## config.mk

```make
export PLATFORM = sky130hd
export DESIGN_NAME = mul_arb
export DESIGN_NICKNAME = d
export VERILOG_FILES = /design/src/rtl/mul_arb.sv
export SDC_FILE = /design/constraint.sdc
export NUM_CORES = 1
export LEC_CHECK = 0
export CAP_MARGIN = 10
export CORE_AREA = 2 2 231 233
export CTS_BUF_LIST = sky130_fd_sc_hd__clkbuf_4
export DETAILED_ROUTE_END_ITERATION = 8
export DIE_AREA = 0 0 233 235
export PLACE_DENSITY_LB_ADDON = 0.25
export SYNTH_ARGS = -nofsm -noshare
export SYNTH_HDL_FRONTEND = slang
export SYNTH_SLANG_ARGS = --single-unit
```

## constraint.sdc

```tcl
create_clock -name clk -period 6.56 [get_ports clk]
set_clock_uncertainty 0.2 [all_clocks]
set_input_delay 1.312 -clock clk [delete_from_list [all_inputs] [get_ports clk]]
set_output_delay 1.312 -clock clk [all_outputs]
set_load 0.05 [all_outputs]
```

## src/rtl/mul_arb.sv

```systemverilog
// Round-robin arbiter that shares one two-stage multiplier between the core MDU (id 0)
// and a coprocessor port (id 1). It tracks the single in-flight op and returns its result half.
module mul_arb #(
  parameter int XLEN = 64
) (
  input  logic [0:0]        clk,
  input  logic [0:0]        reset,
  input  logic [1:0]        ReqValid,
  output logic [1:0]        ReqReady,
  input  logic [XLEN-1:0]   ReqSrcA0,
  input  logic [XLEN-1:0]   ReqSrcB0,
  input  logic [XLEN-1:0]   ReqSrcA1,
  input  logic [XLEN-1:0]   ReqSrcB1,
  input  logic [2:0]        ReqFunct3_0,
  input  logic [2:0]        ReqFunct3_1,
  input  logic [1:0]        Flush,
  output logic [1:0]        RespValid,
  input  logic [1:0]        RespReady,
  output logic [XLEN-1:0]   RespData,
  output logic [XLEN-1:0]   MulSrcA,
  output logic [XLEN-1:0]   MulSrcB,
  output logic [2:0]        MulFunct3,
  output logic              MulStallM,
  output logic              MulFlushM,
  input  logic [2*XLEN-1:0] MulProdM
);

  logic       vld_p1, id_p1, hi_p1, ptr;
  logic       kill, accept, advance, sel;
  logic [1:0] eligible, grant;

  function automatic logic [XLEN-1:0] select_half(input logic hi, input logic [2*XLEN-1:0] prod);
    return hi ? prod[2*XLEN-1:XLEN] : prod[XLEN-1:0];
  endfunction

  assign kill     = vld_p1 & Flush[id_p1];
  assign accept   = vld_p1 & ~kill & RespReady[id_p1];
  assign advance  = ~vld_p1 | kill | accept;
  assign eligible = ReqValid & ~Flush;

  // No grant while reset is held, so ReqReady stays low throughout reset.
  always_comb begin
    grant = 2'b00;
    if (advance && reset[0]) begin
      if (eligible == 2'b11) grant = ptr ? 2'b10 : 2'b01;
      else                   grant = eligible;
    end
  end

  assign sel       = (grant == 2'b00) ? ptr : grant[1];
  assign ReqReady  = grant;
  assign MulSrcA   = sel ? ReqSrcA1 : ReqSrcA0;
  assign MulSrcB   = sel ? ReqSrcB1 : ReqSrcB0;
  assign MulFunct3 = sel ? ReqFunct3_1 : ReqFunct3_0;

  // Flush only when an occupied slot drains with nothing behind it; an idle
  // multiplier's Memory stage is ignored anyway because the slot is empty.
  assign MulStallM = ~advance;
  assign MulFlushM = advance & ~(|grant) & vld_p1;

  // Execute -> Memory boundary: the slot mirrors the op held in the multiplier's M stage
  always_ff @(posedge clk or negedge reset) begin
    if (!reset) begin
      vld_p1 <= 1'b0;
      id_p1  <= 1'b0;
      hi_p1  <= 1'b0;
      ptr    <= 1'b0;
    end else begin
      if (|grant) begin
        ptr   <= ~sel;
        id_p1 <= sel;
        hi_p1 <= (MulFunct3 != 3'b000);
      end
      if (advance) vld_p1 <= |grant;
    end
  end

  assign RespValid = {vld_p1 & ~kill & id_p1, vld_p1 & ~kill & ~id_p1};
  assign RespData  = select_half(hi_p1, MulProdM);

endmodule

```

==> flow_summary.ini, run 1 <==
[cts]
cts_sinks = 4
cts_tree = done
clock-root-buffer = clkbuf_4
htree_num_levels = 1
cts_buffers = 3
clk_latency_ns = 0.24
cts.repair.resized = 0
ctsHoldBuffers = 0
post_cts_buffers = 0
clk_pin_slew_ns = 0.04
clockBufferDepth = 2

[placement]
dp_hpwl_um = 26760
io_buffers = 598
globalplace.congestion = 0.7792

[global_routing]
grtUsageTotal_pct = 9.745
grt_pass1_vias = 4910
grt_pass1_wl_um = 37090
antenna_found_initial = 7
grt_overflow = 0
grt_max_degree = 41

[synthesis]
syn_inst = 261
yosys_warnings = 0
synth_seq_cells = 4
synthTopCellsByArea = mux2_4, mux2_2, buf_6, dfrtp_1, clkbuf_1
syn-cell-area_um2 = 3092
avgSynthCellArea_um2 = 11.85
yosys.area.top_type = mux2_4
synth_nets = 659
synth_top_area_share_pct = 48.56
ys_types = 31
synth-seq-area-share_pct = 3.238

[setup_path]
reg2regPathDepth = 4
critPathLaunchType = input pin
timing.rr.end = hi_p1$_DFFE_PN0N_
rrSetupSlack_ns = 4.62
critPathCaptureType = primary output
cp.required_ns = 5.05
critical_path.endpoint = MulSrcA[30]
critPathLaunch = Flush[0]
regToRegStartpoint = id_p1$_DFFE_PN0N_
critPathMaxFanout = 38
worst-setup-path-type = input pin to primary output
worstPathArrival_ns = 4.49

[floorplanning]
core_area_um2 = 52240
start_util_pct = 5.919
die_h_um = 235
num_rows = 84
chipWidth_um = 233
dieArea_um2 = 54760
io_pins = 599

[drt]
firstDrtPassIters = 4
routedWlPerCell_um = 18.66
via_per_inst = 3.013
postRouteWirelength_um = 28720
drt_iter0_markers = 82
drc = 0
vias = 4637
postRouteAntennaNets = 0

[power]
peakVddDrop_mv = 0.09371
p_leak_nw = 3.820
cellPowerDensity_nw_per_um2 = 227.8

[timing]
timing.setup.tns_ns = 0
drv_slew = 0
period_needed_ns = 6.006
fmax_mhz = 166.5
period_share_pct = 91.55
whs_ns = 0.3957
rsz0062_at_grt = no
maxSlewHeadroom_pct = 45.19
finalSetupViolations = 0
hold_viol_final = 0
worstMarginPinSlew_ns = 0.8195

[final_layout]
multi_input_comb_area_um2 = 2825
drive_gt1_share_pct = 31.92
nFillCells = 5785
nNetsFinal = 1248
mostFrequentLayoutCells = clkdlybuf4s50_1, mux2_4, mux2_2, buf_4, buf_12
seq_area_um2 = 101.3
final_common_cell = clkdlybuf4s50_1
syn_to_final_growth_pct = 217.2

[hold_path]
min_path_type = flop to flop

[flow_run]
maxCapViolations = 0

[status]
status = completed
-- flip-flops by register name, summed over array words and instances, names as in the netlist --
name,flops
vld_p1,1
ptr,1
hi_p1,1
id_p1,1
-- logic make-up (layout without fill, tap and decap cells) --
family / count (synthesis) / after routing / share of synthesized area [%]
buf+inv: 26 / 614 / 5.990
flops: 4 / 4 / 3.238
other cells: 0 / 2 / 0
simple gates: 22 / 22 / 4.128
mux: 194 / 194 / 82.80
compound gates: 15 / 15 / 3.845
-- per-stage QoR --
stage / total power, mW / worst slack, ns / cells / utilization (%) / instance area [um^2]
6_report: 2.234 / 0.5541 / 1539 / 18.77 / 9806
5_1_grt: 2.332 / 0.4763 / 1539 / 18.77 / 9806
4_1_cts: 2.274 / 0.5572 / 1537 / 18.76 / 9801
3_3_place_gp: 2.230 / 0.6307 / 1533 / 18.71 / 9771
2_1_floorplan: 1.457 / 2.043 / 261 / - / 3092
3_5_place_dp: 2.227 / 0.5710 / 1533 / 18.71 / 9771
-- routing by layer --
| metal | global-route usage (%) | part of all wire, % | vias up |
|---|---|---|---|
| met5 | 0 | 0 | - |
| met2 | 20.33 | 56 | 375 |
| met4 | 2.625 | 1.5 | 0 |
| li1 | - | - | 2179 |
| met1 | 8.291 | 30 | 2067 |
| met3 | 3.714 | 12 | 16 |
-- how the worst min path moves through the flow --
stage,from,to,slack (ns),cells past startpoint
after floorplan,id_p1$_DFFE_PN0N_,id_p1$_DFFE_PN0N_,0.34,2
after global placement,id_p1$_DFFE_PN0N_,id_p1$_DFFE_PN0N_,0.38,2
after detailed placement,id_p1$_DFFE_PN0N_,id_p1$_DFFE_PN0N_,0.38,2
after CTS,id_p1$_DFFE_PN0N_,id_p1$_DFFE_PN0N_,0.39,2
after global routing,id_p1$_DFFE_PN0N_,id_p1$_DFFE_PN0N_,0.42,2
final,id_p1$_DFFE_PN0N_,id_p1$_DFFE_PN0N_,0.40,2
-- area by class of cell --
cell class              count  share of cell area, %
clock buffers               4                 0.3062
well taps                 688                  8.779
flip-flops and latches      4                  1.034
diodes                      2                0.05104
inverters                   2                0.07656
repair buffers            608                  60.94
multi-input cells         231                  28.81
-- worst max-delay path, cell delays in order --
cell and delay (ns):
clkdlybuf4s50_1 0.50, or4b_1 0.70, nand4_1 0.22, o2bb2ai_4 0.15
buf_12 0.20, buf_12 0.29, mux2_4 0.33, clkdlybuf4s50_1 0.71
-- power breakdown --
part	internal [mW]	switching, mW
sequential	0.0293	0.0218
clock	0.0271	0.0119
combinational	0.928	1.22
total	0.984	1.25
-- synthesized netlist by cell type --
master       n
a21o_1       1
buf_6       11
o31ai_1      1
nand4bb_1    1
clkbuf_1     9
o21ai_0      1
nand4_1      2
mux2_4     100
buf_2        4
o211ai_1     1
a31oi_1      2
a21boi_0     1
dfrtp_1      4
nor3_1       2
inv_1        2
or4b_1       1
a2111o_1     1
nor3b_1      1
nand3_1      4
nand2_1      2
a21oi_1      2
a211oi_1     1
or2_2        1
nand2b_1     2
a32oi_1      1
a41oi_1      1
nor2_1       3
o2bb2ai_1    1
mux2_2      94
a41oi_2      1
nor2b_1      3
Note: power is estimated with default switching activity, not from simulation.
==> run 2, diff against run 1 <==
--- a/config.mk
+++ b/config.mk
@@ -11,6 +11,7 @@
 export DETAILED_ROUTE_END_ITERATION = 8
 export DIE_AREA = 0 0 233 235
 export PLACE_DENSITY_LB_ADDON = 0.25
+export SKIP_CTS_REPAIR_TIMING = 1
 export SYNTH_ARGS = -nofsm -noshare
 export SYNTH_HDL_FRONTEND = slang
 export SYNTH_SLANG_ARGS = --single-unit
==> results of run 2 <==
No change in the layout: final DEF, timing and power equal those of run 1.
